==> src/rtl/gpio_bus_pkg.sv <==
// Shared types and constants for the GPIO peripheral register-bus arbiter.
// Holds the FSM state type, the latched-transfer record and the chip's register map.
package gpio_bus_pkg;

  localparam int PH_W = 4;

  typedef enum logic [2:0] {
    IDLE   = 3'd0,
    SETUP  = 3'd1,
    STROBE = 3'd2,
    HOLD   = 3'd3,
    DONE   = 3'd4
  } state_e;

  typedef struct packed {
    logic       we;
    logic [5:0] addr;
    logic [7:0] wdata;
  } xfer_t;

  localparam logic [5:0] ADDR_DDRA      = 6'd0;
  localparam logic [5:0] ADDR_PORTA     = 6'd2;
  localparam logic [5:0] ADDR_SPI_DATA  = 6'd7;
  localparam logic [5:0] ADDR_UART_DATA = 6'd10;
  localparam logic [5:0] ADDR_IRQ       = 6'd13;
  localparam logic [5:0] ADDR_MEM0      = 6'd48;

  // Phase counter preload: a phase of n cycles starts at n-1 and exits at 0.
  function automatic logic [PH_W-1:0] ph_load(input int n);
    return (n > 0) ? PH_W'(n - 1) : '0;
  endfunction

endpackage

==> src/rtl/gpio_bus_rr_arb.sv <==
// Two-way requester pick for the GPIO bus arbiter; round-robin by default.
// Define GPIO_ARB_FIXED_PRIO_EN to make port 0 win every contention.
module gpio_bus_rr_arb (
  input  logic       clk_i,
  input  logic       rst_n,
  input  logic [1:0] req,
  input  logic       update,
  output logic       valid,
  output logic       winner
);

  assign valid = |req;

`ifdef GPIO_ARB_FIXED_PRIO_EN
  assign winner = ~req[0];

  logic unused_rr;
  assign unused_rr = ^{clk_i, rst_n, update};
`else
  logic last_q;

  // Reset to port 1 so that port 0 wins the first contention.
  // NOTE: sequential state uses non-blocking assignments so every flop samples pre-edge values.
  always_ff @(posedge clk_i or negedge rst_n) begin
    if (!rst_n) begin
      last_q <= 1'b1;
    end else if (update) begin
      last_q <= winner;
    end
  end

  assign winner = (&req) ? ~last_q : req[1];
`endif

endmodule

==> src/rtl/gpio_bus_arbiter.sv <==
// Two-port arbiter and CEb/OEb/WEb strobe sequencer for the GPIO chip's 6-bit/8-bit register bus.
// Build option: GPIO_ARB_FIXED_PRIO_EN selects fixed priority (port 0) instead of round-robin.
module gpio_bus_arbiter
  import gpio_bus_pkg::*;
#(
  parameter int SETUP_CYC  = 1,
  parameter int STROBE_CYC = 2,
  parameter int HOLD_CYC   = 1
) (
  input  logic        clk_i,
  input  logic        rst_n,
  input  logic [1:0]  req_i,
  input  logic [1:0]  we_i,
  input  logic [11:0] addr_i,
  input  logic [15:0] wdata_i,
  output logic [1:0]  ack_o,
  output logic [15:0] rdata_o,
  output logic        grant_o,
  output logic        busy_o,
  output logic [5:0]  bus_addr_o,
  output logic [7:0]  bus_d_o,
  input  logic [7:0]  bus_d_i,
  output logic        bus_d_oe_o,
  output logic        bus_ceb_o,
  output logic        bus_oeb_o,
  output logic        bus_web_o
);

  localparam logic [PH_W-1:0] SETUP_LD  = ph_load(SETUP_CYC);
  localparam logic [PH_W-1:0] STROBE_LD = ph_load(STROBE_CYC);
  localparam logic [PH_W-1:0] HOLD_LD   = ph_load(HOLD_CYC);

  state_e          state_q, state_d;
  logic [PH_W-1:0] ph_q, ph_d;
  xfer_t           xfer_q, req_xfer;
  logic            grant_q;
  logic [15:0]     rdata_q;
  logic            arb_valid, arb_winner, arb_update;
  logic            in_xfer, strobe, read_sample;

  assign arb_update = (state_q == IDLE) && arb_valid;

  gpio_bus_rr_arb u_arb (
    .clk_i  (clk_i),
    .rst_n  (rst_n),
    .req    (req_i),
    .update (arb_update),
    .valid  (arb_valid),
    .winner (arb_winner)
  );

  always_comb begin
    req_xfer = arb_winner ? '{we: we_i[1], addr: addr_i[11:6], wdata: wdata_i[15:8]}
                          : '{we: we_i[0], addr: addr_i[5:0],  wdata: wdata_i[7:0]};
  end

  // NOTE: every variable written here gets a default first, so no path can infer a latch.
  always_comb begin
    state_d = state_q;
    ph_d    = ph_q;
    unique case (state_q)
      IDLE: begin
        if (arb_valid) begin
          if (SETUP_CYC > 0) begin
            state_d = SETUP;
            ph_d    = SETUP_LD;
          end else begin
            state_d = STROBE;
            ph_d    = STROBE_LD;
          end
        end
      end
      SETUP: begin
        if (ph_q == '0) begin
          state_d = STROBE;
          ph_d    = STROBE_LD;
        end else begin
          ph_d = ph_q - PH_W'(1);
        end
      end
      STROBE: begin
        if (ph_q == '0) begin
          if (HOLD_CYC > 0) begin
            state_d = HOLD;
            ph_d    = HOLD_LD;
          end else begin
            state_d = DONE;
          end
        end else begin
          ph_d = ph_q - PH_W'(1);
        end
      end
      HOLD: begin
        if (ph_q == '0) state_d = DONE;
        else            ph_d    = ph_q - PH_W'(1);
      end
      DONE:    state_d = IDLE;
      default: state_d = IDLE;
    endcase
  end

  assign read_sample = (state_q == STROBE) && (ph_q == '0) && !xfer_q.we;

  always_ff @(posedge clk_i or negedge rst_n) begin
    if (!rst_n) begin
      state_q <= IDLE;
      ph_q    <= '0;
      xfer_q  <= '0;
      grant_q <= 1'b0;
      rdata_q <= '0;
    end else begin
      state_q <= state_d;
      ph_q    <= ph_d;
      // Requester inputs are only looked at on the grant edge; afterwards the latched copy drives the bus.
      if (arb_update) begin
        grant_q <= arb_winner;
        xfer_q  <= req_xfer;
      end
      if (read_sample) begin
        if (grant_q) rdata_q[15:8] <= bus_d_i;
        else         rdata_q[7:0]  <= bus_d_i;
      end
    end
  end

  assign in_xfer = state_q inside {SETUP, STROBE, HOLD};
  assign strobe  = (state_q == STROBE);

  // Strobes decode straight from the state register so reset releases them asynchronously.
  assign bus_ceb_o  = ~in_xfer;
  assign bus_oeb_o  = ~(strobe & ~xfer_q.we);
  assign bus_web_o  = ~(strobe & xfer_q.we);
  assign bus_d_oe_o = in_xfer & xfer_q.we;
  assign bus_addr_o = xfer_q.addr;
  assign bus_d_o    = xfer_q.wdata;

  assign ack_o   = (state_q == DONE) ? (grant_q ? 2'b10 : 2'b01) : 2'b00;
  assign grant_o = grant_q;
  assign busy_o  = (state_q != IDLE);
  assign rdata_o = rdata_q;

endmodule
==> config.mk <==
export PLATFORM = sky130hd
export DESIGN_NAME = gpio_bus_arbiter
export DESIGN_NICKNAME = d
export VERILOG_FILES = /design/src/rtl/gpio_bus_pkg.sv /design/src/rtl/gpio_bus_rr_arb.sv /design/src/rtl/gpio_bus_arbiter.sv
export SDC_FILE = /design/constraint.sdc
export NUM_CORES = 1
export LEC_CHECK = 0
export BUFFER_PORTS_ARGS = -buffer_cell sky130_fd_sc_hd__clkbuf_2
export CAP_MARGIN = 10
export CORE_UTILIZATION = 35
export CTS_BUF_LIST = sky130_fd_sc_hd__clkbuf_2 sky130_fd_sc_hd__clkbuf_4 sky130_fd_sc_hd__clkbuf_8
export DETAILED_ROUTE_END_ITERATION = 16
export PLACE_DENSITY_LB_ADDON = 0.12
export SETUP_SLACK_MARGIN = 0.2
export SYNTH_ARGS = -nofsm -noshare
export SYNTH_HDL_FRONTEND = slang
export SYNTH_SLANG_ARGS = --single-unit
==> constraint.sdc <==
create_clock -name clk_i -period 1.7 [get_ports clk_i]
set_clock_uncertainty 0.1 [all_clocks]
set_input_delay 0.425 -clock clk_i [delete_from_list [all_inputs] [get_ports clk_i]]
set_output_delay 0.425 -clock clk_i [all_outputs]
set_load 0.02 [all_outputs]
=== After elaboration in Yosys (flattened, before gate mapping) ===
Index checks and enable logic that the tools add are counted.

* Bitwise operators: 9
* Mux-type cells: 14
* Reduce and logical (&&, ||, !) cells: 15
* $add $sub $neg: 1
* Equal/unequal tests: 9

{| class="wikitable"
|+ Operator list
! operator !! number
|-
| 4-bit 2-to-1 mux || 4
|-
| 4-bit one-hot mux with 4 select lines || 1
|-
| 15-bit 2-to-1 mux || 1
|-
| 3-bit 2-to-1 mux || 4
|-
| 3-bit one-hot mux with 4 select lines || 1
|-
| 2-bit inequality test, second input constant || 4
|-
| 3-bit by 2-bit equality test with 1-bit output, second input constant || 2
|-
| 1-bit inverter || 6
|-
| 2-bit AND reduction || 3
|-
| 3-bit nonzero test || 2
|-
| 4-bit zero test || 1
|-
| 2-bit 2-to-1 mux || 2
|-
| 4-bit AND reduction || 1
|-
| 4-bit nonzero test || 1
|-
| 4-bit by 1-bit subtractor with 4-bit output, second input constant || 1
|-
| 1-bit AND || 3
|-
| 3-bit by 1-bit equality test with 1-bit output, second input constant || 1
|-
| 3-bit equality test, second input constant || 1
|-
| 1-bit logical AND || 3
|-
| 3-bit zero test || 1
|-
| 3-bit AND reduction || 1
|-
| 2-bit by 1-bit inequality test with 1-bit output, second input constant || 1
|-
| 2-bit OR reduction || 1
|-
| 1-bit zero test || 1
|-
| 1-bit 2-to-1 mux || 1
|}

* Flip-flop bits (word level): 40
* Input port bits: 42
* Output and inout port bits: 38

=== Logic depth before layout (Yosys ltp) ===
Gate-level depths: netlist (run 1).

* Depth after elaboration: 4
* Mapped depth: 6
* Mapped depth without buffers: 5

=== Cells and area by module ===
From an unflattened synthesis (run 1), not the netlist that was laid out.

* Cell total of the unflattened synthesis: 177
* Area, all modules: 1996.9 µm²

{| class="wikitable"
|+ By module, submodules not included
! module !! sequential area each (µm²) !! cells each !! area each (µm²) !! instances
|-
| gpio_bus_arbiter || 975.9 || 173 || 1938.1 || 1
|-
| gpio_bus_rr_arb || 26.3 || 4 || 58.8 || 1
|}

=== Worst setup path before layout (run 1) ===
No wires, ideal clock.

* Kind: register to output
* Start point: reg state_q[0]
* End point: out bus_web_o
* Path slack: -0.102 ns
* Cell stages (with the launch flop): 3
* Data arrival time: 1.277 ns
* Data required time: 1.175 ns
* Path through: dfrtp_1 -> buf_2 -> or4b_2

* Cells in the longest elaborated chain, start to end: 3

{| class="wikitable"
|+ Ends and longest elaborated chain
! element !! line !! source
|-
| from (decl) || gpio_bus_arbiter.sv:33 || <nowiki>state_e state_q, state_d;</nowiki>
|-
| from (signal assigned) || gpio_bus_arbiter.sv:112 || <nowiki>state_q <= state_d;</nowiki>
|-
| 3-bit by 2-bit equality test with 1-bit output || gpio_bus_arbiter.sv:127 || <nowiki>assign strobe = (state_q == STROBE);</nowiki>
|-
| 1-bit AND || gpio_bus_arbiter.sv:132 || <nowiki>assign bus_web_o = ~(strobe & xfer_q.we);</nowiki>
|-
| 1-bit inverter || gpio_bus_arbiter.sv:132 ||
|-
| to (decl) || gpio_bus_arbiter.sv:26 || <nowiki>output logic bus_web_o</nowiki>
|}

Every way passes these cells.

=== Worst setup path in the final report (run 1) ===
Ends and elaborated chain as after synthesis.

==> results of run 1 <==
## cells in the final DEF (no fill, tap or decap), types with 2 or more instances in the layout
cell / n
buf_6: 13
clkbuf_8: 5
nor3_4: 2
inv_2: 5
dfrtp_2: 4
nor2_1: 4
dfrtp_1: 35
nand2_1: 3
mux2_4: 8
nand3_4: 2
buf_8: 2
a211o_1: 2
clkbuf_2: 73
mux2_2: 38
buf_12: 3
clkinvlp_4: 2
inv_1: 3
o21ai_1: 2
buf_4: 23
## registers in the layout (all words and copies together) (netlist names)
signal        cells
u_arb.last_q      1
grant_o           1
bus_addr_o        6
xfer_q            1
bus_d_o           8
rdata_o          16
state_q           3
ph_q              4
## logic make-up after synthesis
logic type / synth area share
xor+xnor: 0.00435
compound gates: 0.0596
buf+inv: 0.0882
mux: 0.262
flops: 0.498
fa+ha+maj: 0.0124
simple gates: 0.0758
## synthesized netlist by cell type
cell type  number  area (um^2)
nor2_1          5         18.8
o31ai_1         1         7.51
a211o_1         2         17.5
a311oi_1        1         8.76
dfrtp_1        39          976
a21oi_1         2         10.0
mux2i_1         1         10.0
nor4_1          1         6.26
nand2_1         4         15.0
clkbuf_1        1         3.75
nor4bb_1        1         10.0
a32o_1          1         10.0
buf_4          15          113
a31oi_1         1         6.26
o32ai_1         1         8.76
dfstp_2         1         26.3
mux2_2         46          518
or3_1           1         6.26
a21boi_2        1         11.3
buf_2           4         20.0
nor3_1          3         15.0
inv_1           8         30.0
or3b_2          1         8.76
o21ba_2         1         10.0
or4b_2          1         10.0
nand3_1         1         5.00
o21ai_0         3         15.0
and2_1          1         6.26
xnor2_1         1         8.76
o21a_1          1         7.51
nand3_2         2         20.0
buf_6           1         11.3
a211oi_1        1         7.51
ha_1            2         25.0
nor3b_1         1         7.51
nor4b_4         1         23.8
## routing by layer
metal  vias up  share of wire  track usage
met5         -              0            0
met4         0          0.012       0.0566
met3         5          0.047       0.0388
met2        39           0.50        0.269
met1       756           0.44        0.206
li1        750              -            -
## metrics by stage
step | power, uW | TNS [ns] | worst slack (ns)
2_1_floorplan | 3870 | 0 | 0.0547
3_3_place_gp | 4560 | -0.642 | -0.0515
3_5_place_dp | 4590 | -1.13 | -0.0818
4_1_cts | 5770 | -2.99 | -0.276
5_1_grt | 6430 | -4.87 | -0.305
6_report | 6020 | -2.67 | -0.260
## cell type report
| cell class | instances | share of cell area |
|---|---|---|
| Clock inverter | 3 | 0.00785 |
| Sequential cell | 40 | 0.333 |
| Multi-Input combinational cell | 89 | 0.327 |
| Clock buffer | 5 | 0.0227 |
| Inverter | 8 | 0.00992 |
| Tap cell | 72 | 0.0298 |
| Timing Repair Buffer | 117 | 0.270 |
## where the power goes
group	internal [uW]	leakage [uW]	switching, uW
registers	1460	0.000469	350
clock network	291	0.0000404	361
logic	1930	0.000929	1630
## what timing repair did
action / in CTS / in global routing
cloned: 1 / 0
hold buffers: 1 / 0
resized for setup: 26 / 25
setup endpoints to repair: 43 / 46
pin swaps: 5 / 9
buffers inserted: 11 / 6
hold endpoints to repair: 12 / 0
## worst max-delay path: cells and delay by family, from the launching register on
family                 cells  cell delay, ns
DFF                        1            0.46
buffers and inverters      1            0.15
and+or+nand+nor            1            0.55
## worst paths after layout
path	end	start	cells after the start
worst max-delay path	bus_web_o	state_q[0]	2
worst min-delay path	rdata_o[12]	bus_d_i[4]	2
worst max register to register	bus_d_o[4]	state_q[1]	6
worst min register to register	bus_d_o[4]	bus_d_o[4]	1
max in group asynchronous	state_q[0]	rst_n	3
min in group asynchronous	bus_d_o[1]	rst_n	2
==> impl_results.md, run 1 <==
* Result of the run: finished with violations
* Violations in the final reports: negative setup slack
* Buffer type at the clock tree root: clkbuf_8
* Worst-skew pair later-pin latency at 0.29 ns
* Per-cell routed wire length at 13.5 um
* Crit path time final at 1.96 ns
* Die Span Y at 77.9 um
* Total wire length at 4.53 mm
* Static leakage at 0.00144 uW
* Tightest hold margin at 0.270 ns
* Unique masters post-synth at 36
* Kind of end point of the critical path: primary output
* Worst Setup Path Type: register to primary output
* Synthesized flop and latch total at 40
* Final setup violation count at 31
* Kind of start point of the critical path: register
* Total non-filler cell area in the finished layout at 3030 um^2
* Non-Filler Instances at 334
* Peak supply drop at 0.000755 V
* DIE WIDTH at 77.9 um
* Reg clk slew, reported paths at 0.09 ns
* P per Cell Area at 1990 nW/um^2
* Average vias per placed instance at 4.64
* TritonCTS clock tree: done
* Top fanout value on the critical path at 5
* Final design utilization at 0.546
* Iteration-0 DRC Markers at 57
* Initial antenna violation count at 0
* Cell Area, Synth at 2010 um^2
* Vias in the first global route at 1571
* Starting utilization of the core area at 0.364
* Share of final-layout standard cells stronger than drive strength 1 at 0.760
* Yosys warns at 0
* Critical path data required time at 1.17 ns
* Worst-case register-to-register setup slack at -0.08 ns
* Stage delay of the slowest cell on the critical path at 0.55 ns
* Unrepaired setup endpoints after global routing: true
* Worst endpoint data arrival time at 1.44 ns
* Number of antenna-violating nets in the routed design at 0
* Placed instance count at 307
* Total core area at 5540 um^2
* Final weighted congestion of routability-driven global placement at 0.748
* Total congestion overflow at 0
* Input/output buffers at 79
* Total placed instance area at 2600 um^2
* Wire length of the first global-routing pass at 7.56 mm
* Pin count of the biggest net entering global routing at 28
* Clock tree buffer depth at 2
* Iteration count of the initial detailed-routing pass at 4
* Area used by multi-input combinational logic at 990 um^2
* Detailed-route DRC error count at 0
* Fillers at 521
* Period utilisation layout at 1.15
* Diode insertion count for antenna repair at 0
* Number of buffers inserted during clock tree synthesis at 5
* Register area share after synthesis at 0.498
* Number of cell rows at 27
* DIE AREA at 6060 um^2
* Post-synth net total at 202
* Boundary Pins at 80
* Sequential Area at 1010 um^2
* HPWL reported at the end of detailed placement at 3.10 mm
* Critical Path Slowest Stage Cell: or4b_4
* Area added between synthesis and finish at 50.2%
* Final Hold Fails at 0
* Number of max-slew violations in the final report at 0
* Tightest Hold Check Type: input port to register
* Gate count after technology mapping at 158
* Final WS setup at -0.260 ns
* Clock sink total at 40
* Total Routing Usage GR at 0.162
* Slew at the pin with the worst max-slew slack at 0.408 ns
* Critical-path cell list: or4b_4, buf_6
* Synthesized area per cell at 12.7 um^2
* Net count, final at 305
* Maxcap violations at 0
* Relative max-transition margin at 0.728
* Routed vias at 1550
* H-Tree Level Count at 2
* Highest clock rate at 0.510 GHz
No activity file was read; power rests on OpenSTA's default activity.
==> run 2, diff against run 1 <==
- HOLD_SLACK_MARGIN: default -> 0.1
- TNS_END_PERCENT: default -> 20
==> run 2 against run 1 <==
  * The flow still finishes with violations (negative setup slack)
  * Clock power up 2%
  * Sequential power barely moved
  * Hold slack improved by 0.013 ns
  * Cell area down 0.17%
  * Highest routed layer unchanged
==> impl_results.md, run 2 (synthesized netlist as in run 1, its figures left out) <==
* Result of the run: finished with violations (unchanged)
* Violations in the final reports: negative setup slack (unchanged)
* Worst-case register-to-register setup slack at -0.10 ns (was -0.08 ns)
* Top fanout value on the critical path at 4 (was 5)
* Logic depth of the worst register-to-register path at 6 (unchanged)
* Diode insertion count for antenna repair at 0 (unchanged)
* Share of final-layout standard cells stronger than drive strength 1 at 0.748 (was 0.760)
* Buffer type at the clock tree root: clkbuf_8 (unchanged)
* Number of flip-flops under the largest register name at 16 (unchanged)
* Kind of start point of the critical path: register (unchanged)
* Net count, final at 305 (unchanged)
* Pin count of the biggest net entering global routing at 30 (was 28)
* Critical-path cell list: or4b_4, buf_6 (unchanged)
* Number of cell rows at 27 (unchanged)
* Clock tree buffer depth at 2 (unchanged)
* Routed vias at 1564 (was 1550)
* Final weighted congestion of routability-driven global placement at 0.770 (was 0.748)
* DIE AREA at 6060 um^2 (unchanged)
* Iteration-0 DRC Markers at 50 (was 57)
* Origin of the worst setup path: state_q[0] (unchanged)
* TritonCTS clock tree: done (unchanged)
* Slew at the pin with the worst max-slew slack at 0.376 ns (was 0.408 ns)
* Critical path data required time at 1.17 ns (about the same)
* FF-to-FF End: rdata_o[15] (was bus_d_o[4])
* DIE WIDTH at 77.9 um (unchanged)
* Boundary Pins at 80 (unchanged)
* Clock sink total at 40 (unchanged)
* Wire length of the first global-routing pass at 7.13 mm (was 7.56 mm)
* Detailed-route DRC error count at 0 (unchanged)
* Stage delay of the slowest cell on the critical path at 0.54 ns (was 0.55 ns)
* Input/output buffers at 79 (unchanged)
* Relative max-transition margin at 0.749 (was 0.728)
* Buf/Inv on CP at 1 (unchanged)
* Final Hold Fails at 0 (unchanged)
* P per Cell Area at 1980 nW/um^2 (was 1990 nW/um^2)
* Maxcap violations at 0 (unchanged)
* Tightest Hold Check Type: input port to register (unchanged)
* Number of buffers inserted during clock tree synthesis at 5 (unchanged)
* Highest clock rate at 0.514 GHz (was 0.510 GHz)
* HPWL reported at the end of detailed placement at 3.15 mm (was 3.10 mm)
* Gate family responsible for the most delay along the worst path: simple AND/OR/NAND/NOR gates (unchanged)
* Kind of end point of the critical path: primary output (unchanged)
* Vias in the first global route at 1532 (was 1571)
* Total negative slack for setup checks at -2.74 ns (was -2.67 ns)
* Starting utilization of the core area at 0.364 (unchanged)
* Worst Setup Path Type: register to primary output (unchanged)
* H-Tree Level Count at 2 (unchanged)
* Reg clk slew, reported paths at 0.08 ns (was 0.09 ns)
* Worst-skew pair later-pin latency at 0.28 ns (was 0.29 ns)
* Final setup violation count at 23 (was 31)
* Peak supply drop at 0.000888 V (was 0.000755 V)
* Static leakage at 0.00147 uW (was 0.00144 uW)
* Total Routing Usage GR at 0.151 (was 0.162)
* Total congestion overflow at 0 (unchanged)
* Critical Path Slowest Stage Cell: or4b_4 (unchanged)
* Worst Setup Slack post-DPL at -0.0570 ns (was -0.0818 ns)
* Total core area at 5540 um^2 (unchanged)
* Final WS setup at -0.245 ns (was -0.260 ns)
* Crit path time final at 1.95 ns (was 1.96 ns)
* Worst endpoint data arrival time at 1.42 ns (was 1.44 ns)
* Unrepaired setup endpoints after global routing: true (unchanged)
* Worst reg2reg startpoint: state_q[2] (was state_q[1])
* Average vias per placed instance at 4.68 (was 4.64)
* Number of logic stages on the critical path including buffering at 2 (unchanged)
* Area added between synthesis and finish at 50.0% (was 50.2%)
* Number of antenna-violating nets in the routed design at 0 (unchanged)
* Die Span Y at 77.9 um (unchanged)
* Commonest non-fill, non-tap cells in the layout: clkbuf_2, dfrtp_1, mux2_2, buf_4, mux2_4 (was clkbuf_2, mux2_2, dfrtp_1)
* Number of max-slew violations in the final report at 0 (unchanged)
* Commonest non-fill, non-tap cell in the layout: clkbuf_2 (unchanged)
* Initial antenna violation count at 0 (unchanged)
* Period utilisation layout at 1.14 (was 1.15)
* Iteration count of the initial detailed-routing pass at 4 (unchanged)
* Worst setup path endpoint: bus_web_o (unchanged)
* Total wire length at 4.54 mm (was 4.53 mm)
* Per-cell routed wire length at 13.6 um (was 13.5 um)
-- run 2: cell types whose count changed in the layout (fill, tap and decap cells not counted), moves of 5 or more --
cell	before	now
mux2_4	8	16
buf_4	23	30
buf_6	13	8
mux2_2	38	30
-- run 2: repair_timing --
| action | CTS | global route |
|---|---|---|
| setup endpoints to repair | 45 | 47 |
| gates cloned | 0 | 1 |
| gates resized for setup | 19 | 43 |
| pin swaps | 2 | 6 |
| hold buffers | 1 | 0 |
| hold endpoints to repair | 10 | 0 |
| setup buffers | 8 | 6 |
-- run 2: cell type report --
class                   count  area (um^2)
clock buffers               7         90.1
multi-input cells          89          991
flip-flops and latches     40         1010
clock inverters             1         7.51
repair buffers            117          806
fillers                   499         2520
well taps                  72         90.1
inverters                   8         30.0
-- run 2: power by group --
part           total (uW)  leakage (uW)  switching [uW]  internal (uW)
logic                3520      0.000956            1610           1910
registers            1810      0.000469             353           1460
clock network         665     0.0000479             320            346
total                5990       0.00147            2280           3710
-- run 2: worst reg2reg max path, delay by kind of cell (launching register included) --
family | cells | cell delay [ns]
buffers and inverters | 3 | 0.38
flip-flops | 1 | 0.44
multiplexers | 1 | 0.34
AND/OR/NAND/NOR | 2 | 0.42
-- run 2: how the worst min path moves through the flow --
stage,to,slack (ns),start,cells after the start
floorplan,bus_addr_o[0],0.03,rst_n,0
global placement,bus_d_o[1],0.26,rst_n,1
detailed placement,bus_d_o[1],0.25,rst_n,1
CTS,rdata_o[3],0.27,bus_d_i[3],2
global route,rdata_o[3],0.27,bus_d_i[3],2
finish,rdata_o[3],0.28,bus_d_i[3],2
-- run 2: metrics by stage --
step	hold WS (ns)	instance area (um^2)	instances	util	power, uW
floorplan	0.0294	2050	158	-	3750
finish	0.283	3020	334	0.545	5990
global placement	0.262	2580	310	0.466	4540
CTS	0.271	2820	327	0.509	5490
global route	0.273	3020	334	0.545	6390
detailed placement	0.254	2580	310	0.466	4550
-- run 2: layer usage --
metal | vias to the layer above | global-route usage | wire length, um
met5 | - | 0 | 0
met4 | 0 | 0.0472 | 15
met3 | 2 | 0.0388 | 178
met2 | 39 | 0.252 | 2370
met1 | 774 | 0.191 | 1970
li1 | 749 | - | -
==> run 3, diff against run 2 <==
- CORE_MARGIN: default -> 2
- clock period: 1.7 -> 2.5 ns (I/O delays scaled with it)
==> run 3 against run 2 <==
  * The flow now finishes without violations
  * Die area grew 5.2%
  * Register-to-register slack gained 0.67 ns
  * Sequential power shrank 34%
  * Critical endpoint is now bus_oeb_o
  * Worst setup slack gained 0.52 ns
  * Non-clock buffer count shrank 25
  * Power shrank 44%
==> impl_results.md, run 3 (synthesized netlist as in run 1, its figures left out) <==
* Worst-case register-to-register setup slack at 0.57 ns (was -0.10 ns)
* TritonCTS clock tree: done (unchanged)
* Number of buffers inserted during clock tree synthesis at 5 (unchanged)
* DIE WIDTH at 79.9 um (was 77.9 um)
* Stage delay of the slowest cell on the critical path at 0.45 ns (was 0.54 ns)
* Result of the run: finished clean (was finished with violations)
* Die Span Y at 79.9 um (was 77.9 um)
* Period utilisation layout at 0.889
* Final Hold Fails at 0 (unchanged)
* Number of flip-flops under the largest register name at 16 (unchanged)
* Tightest Hold Check Type: register to register (was input port to register)
* Slew at the pin with the worst max-slew slack at 0.672 ns (was 0.376 ns)
* Net count, final at 280 (was 305)
* Highest clock rate at 0.450 GHz
* Worst Setup Path Type: register to primary output (unchanged)
* Origin of the worst setup path: state_q[0] (unchanged)
* Worst reg2reg startpoint: state_q[0] (was state_q[2])
* Detailed-route DRC error count at 0 (unchanged)
* Average vias per placed instance at 4.76 (was 4.68)
* Commonest non-fill, non-tap cells in the layout: clkbuf_2, mux2_2, dfrtp_1 (was clkbuf_2, dfrtp_1, mux2_2, buf_4, mux2_4)
* Logic depth of the worst register-to-register path at 4 (was 6)
* Input/output buffers at 79 (unchanged)
* Relative max-transition margin at 0.548 (was 0.749)
* Boundary Pins at 80 (unchanged)
* Unrepaired setup endpoints after global routing: true (unchanged)
* Initial antenna violation count at 0 (unchanged)
* Crit path time final at 2.22 ns
* Iteration-0 DRC Markers at 89 (was 50)
* Number of logic stages on the critical path including buffering at 4 (was 2)
* Final WS setup at 0.278 ns (was -0.245 ns)
* Clock sink total at 40 (unchanged)
* Peak supply drop at 0.000498 V (was 0.000888 V)
* DIE AREA at 6380 um^2 (was 6060 um^2)
* Final setup violation count at 0 (was 23)
* Diode insertion count for antenna repair at 0 (unchanged)
* Placed instance count at 293 (was 310)
* Commonest non-fill, non-tap cell in the layout: clkbuf_2 (unchanged)
* Buffer type at the clock tree root: clkbuf_8 (unchanged)
* Worst setup path endpoint: bus_oeb_o (was bus_web_o)
* Gate family responsible for the most delay along the worst path: flip-flops (was simple AND/OR/NAND/NOR gates)
* Design Power at 3350 uW (was 5990 uW)
* Area added between synthesis and finish at 26.9% (was 50.0%)
* Per-cell routed wire length at 13.6 um (about the same)
* Kind of start point of the critical path: register (unchanged)
* Pin count of the biggest net entering global routing at 39 (was 30)
* FF-to-FF End: bus_addr_o[3] (was rdata_o[15])
* Reg clk slew, reported paths at 0.08 ns (about the same)
* Worst Setup Slack post-DPL at 0.357 ns (was -0.0570 ns)
* Critical Path Slowest Stage Cell: dfrtp_2 (was or4b_4)
* Iteration count of the initial detailed-routing pass at 4 (unchanged)
* Clock tree buffer depth at 2 (unchanged)
* Worst-skew pair later-pin latency at 0.29 ns (was 0.28 ns)
* Routed vias at 1470 (was 1564)
* Total core area at 5540 um^2 (unchanged)
* Critical path data required time at 1.77 ns (was 1.17 ns)
* Total Routing Usage GR at 0.147 (was 0.151)
* Number of antenna-violating nets in the routed design at 0 (unchanged)
* Starting utilization of the core area at 0.364 (unchanged)
* Non-Filler Instances at 309 (was 334)
* Fillers at 545 (was 499)
* Top fanout value on the critical path at 6 (was 4)
* Maxcap violations at 0 (unchanged)
* H-Tree Level Count at 2 (unchanged)
* Critical-path cell list: buf_4, nor4b_4, inv_1, clkbuf_2 (was or4b_4, buf_6)
* Worst endpoint data arrival time at 1.50 ns (was 1.42 ns)
* Number of max-slew violations in the final report at 0 (unchanged)
* Wire length of the first global-routing pass at 7.20 mm (was 7.13 mm)
* Buf/Inv on CP at 3 (was 1)
* Total negative slack for setup checks at 0 ns (was -2.74 ns)
* Final design utilization at 0.461 (was 0.545)
* Kind of end point of the critical path: primary output (unchanged)
* Vias in the first global route at 1539 (was 1532)
* Total congestion overflow at 0 (unchanged)
* Final weighted congestion of routability-driven global placement at 0.808 (was 0.770)
* Share of final-layout standard cells stronger than drive strength 1 at 0.658 (was 0.748)
* HPWL reported at the end of detailed placement at 3.04 mm (was 3.15 mm)
* Static leakage at 0.00123 uW (was 0.00147 uW)
* Total wire length at 4.20 mm (was 4.54 mm)
* P per Cell Area at 1310 nW/um^2 (was 1980 nW/um^2)
* Number of cell rows at 27 (unchanged)
## run 3: cell types whose count changed in the layout (fill, tap and decap cells not counted), moves of 2 or more
cell / before / now
nand3_4: 2 / 0
buf_6: 8 / 0
buf_4: 30 / 12
mux2_4: 16 / 0
inv_2: 5 / 0
clkbuf_2: 72 / 78
buf_12: 4 / 0
inv_1: 3 / 8
mux2_2: 30 / 46
nand3_2: 0 / 2
nor3_1: 1 / 3
clkinv_2: 0 / 2
## run 3: metrics by stage
stage,hold WS [ns],area [um^2]
final,0.410,2560
after global routing,0.429,2560
after CTS,0.416,2560
after detailed placement,0.335,2390
after global placement,0.331,2390
after floorplan,0.229,2010
## run 3: timing repair
action | 4_1_cts | 5_1_grt
hold endpoints to repair | 1 | 0
resized for setup | 6 | 0
hold buffers | 1 | 0
endpoints found under the setup margin | 2 | 2
setup buffers | 7 | 0
## run 3: final cells by class
cell class / instances / area [um^2] / area share
Multi-Input combinational cell: 89 / 838 / 0.328
Clock buffer: 5 / 68.8 / 0.0269
Sequential cell: 40 / 1010 / 0.394
Tap cell: 72 / 90.1 / 0.0352
Clock inverter: 3 / 18.8 / 0.00734
Timing Repair Buffer: 92 / 504 / 0.197
Inverter: 8 / 30.0 / 0.0117
## run 3: how the worst min path moves through the flow
stage | from | to | slack (ns) | cells past startpoint
floorplan | rst_n | bus_addr_o[0] | 0.23 | 0
global placement | rst_n | ph_q[0] | 0.33 | 1
detailed placement | rst_n | ph_q[0] | 0.33 | 1
CTS | bus_d_o[7] | bus_d_o[7] | 0.42 | 1
global route | bus_d_o[1] | bus_d_o[1] | 0.43 | 1
finish | bus_d_o[7] | bus_d_o[7] | 0.41 | 1
## run 3: per-layer routing
layer / vias to the layer above / part of all wire / track usage
met2: 41 / 0.48 / 0.239
met4: 0 / 0.010 / 0.0508
li1: 700 / - / -
met3: 5 / 0.050 / 0.0328
met5: - / 0 / 0
met1: 724 / 0.46 / 0.193
## run 3: report_power, final
group	switching (uW)	total [uW]	leakage (uW)	internal [uW]
Combinational	939	1730	0.000716	792
Sequential	206	1190	0.000470	988
Clock	228	423	0.0000479	194
Total	1370	3350	0.00123	1970
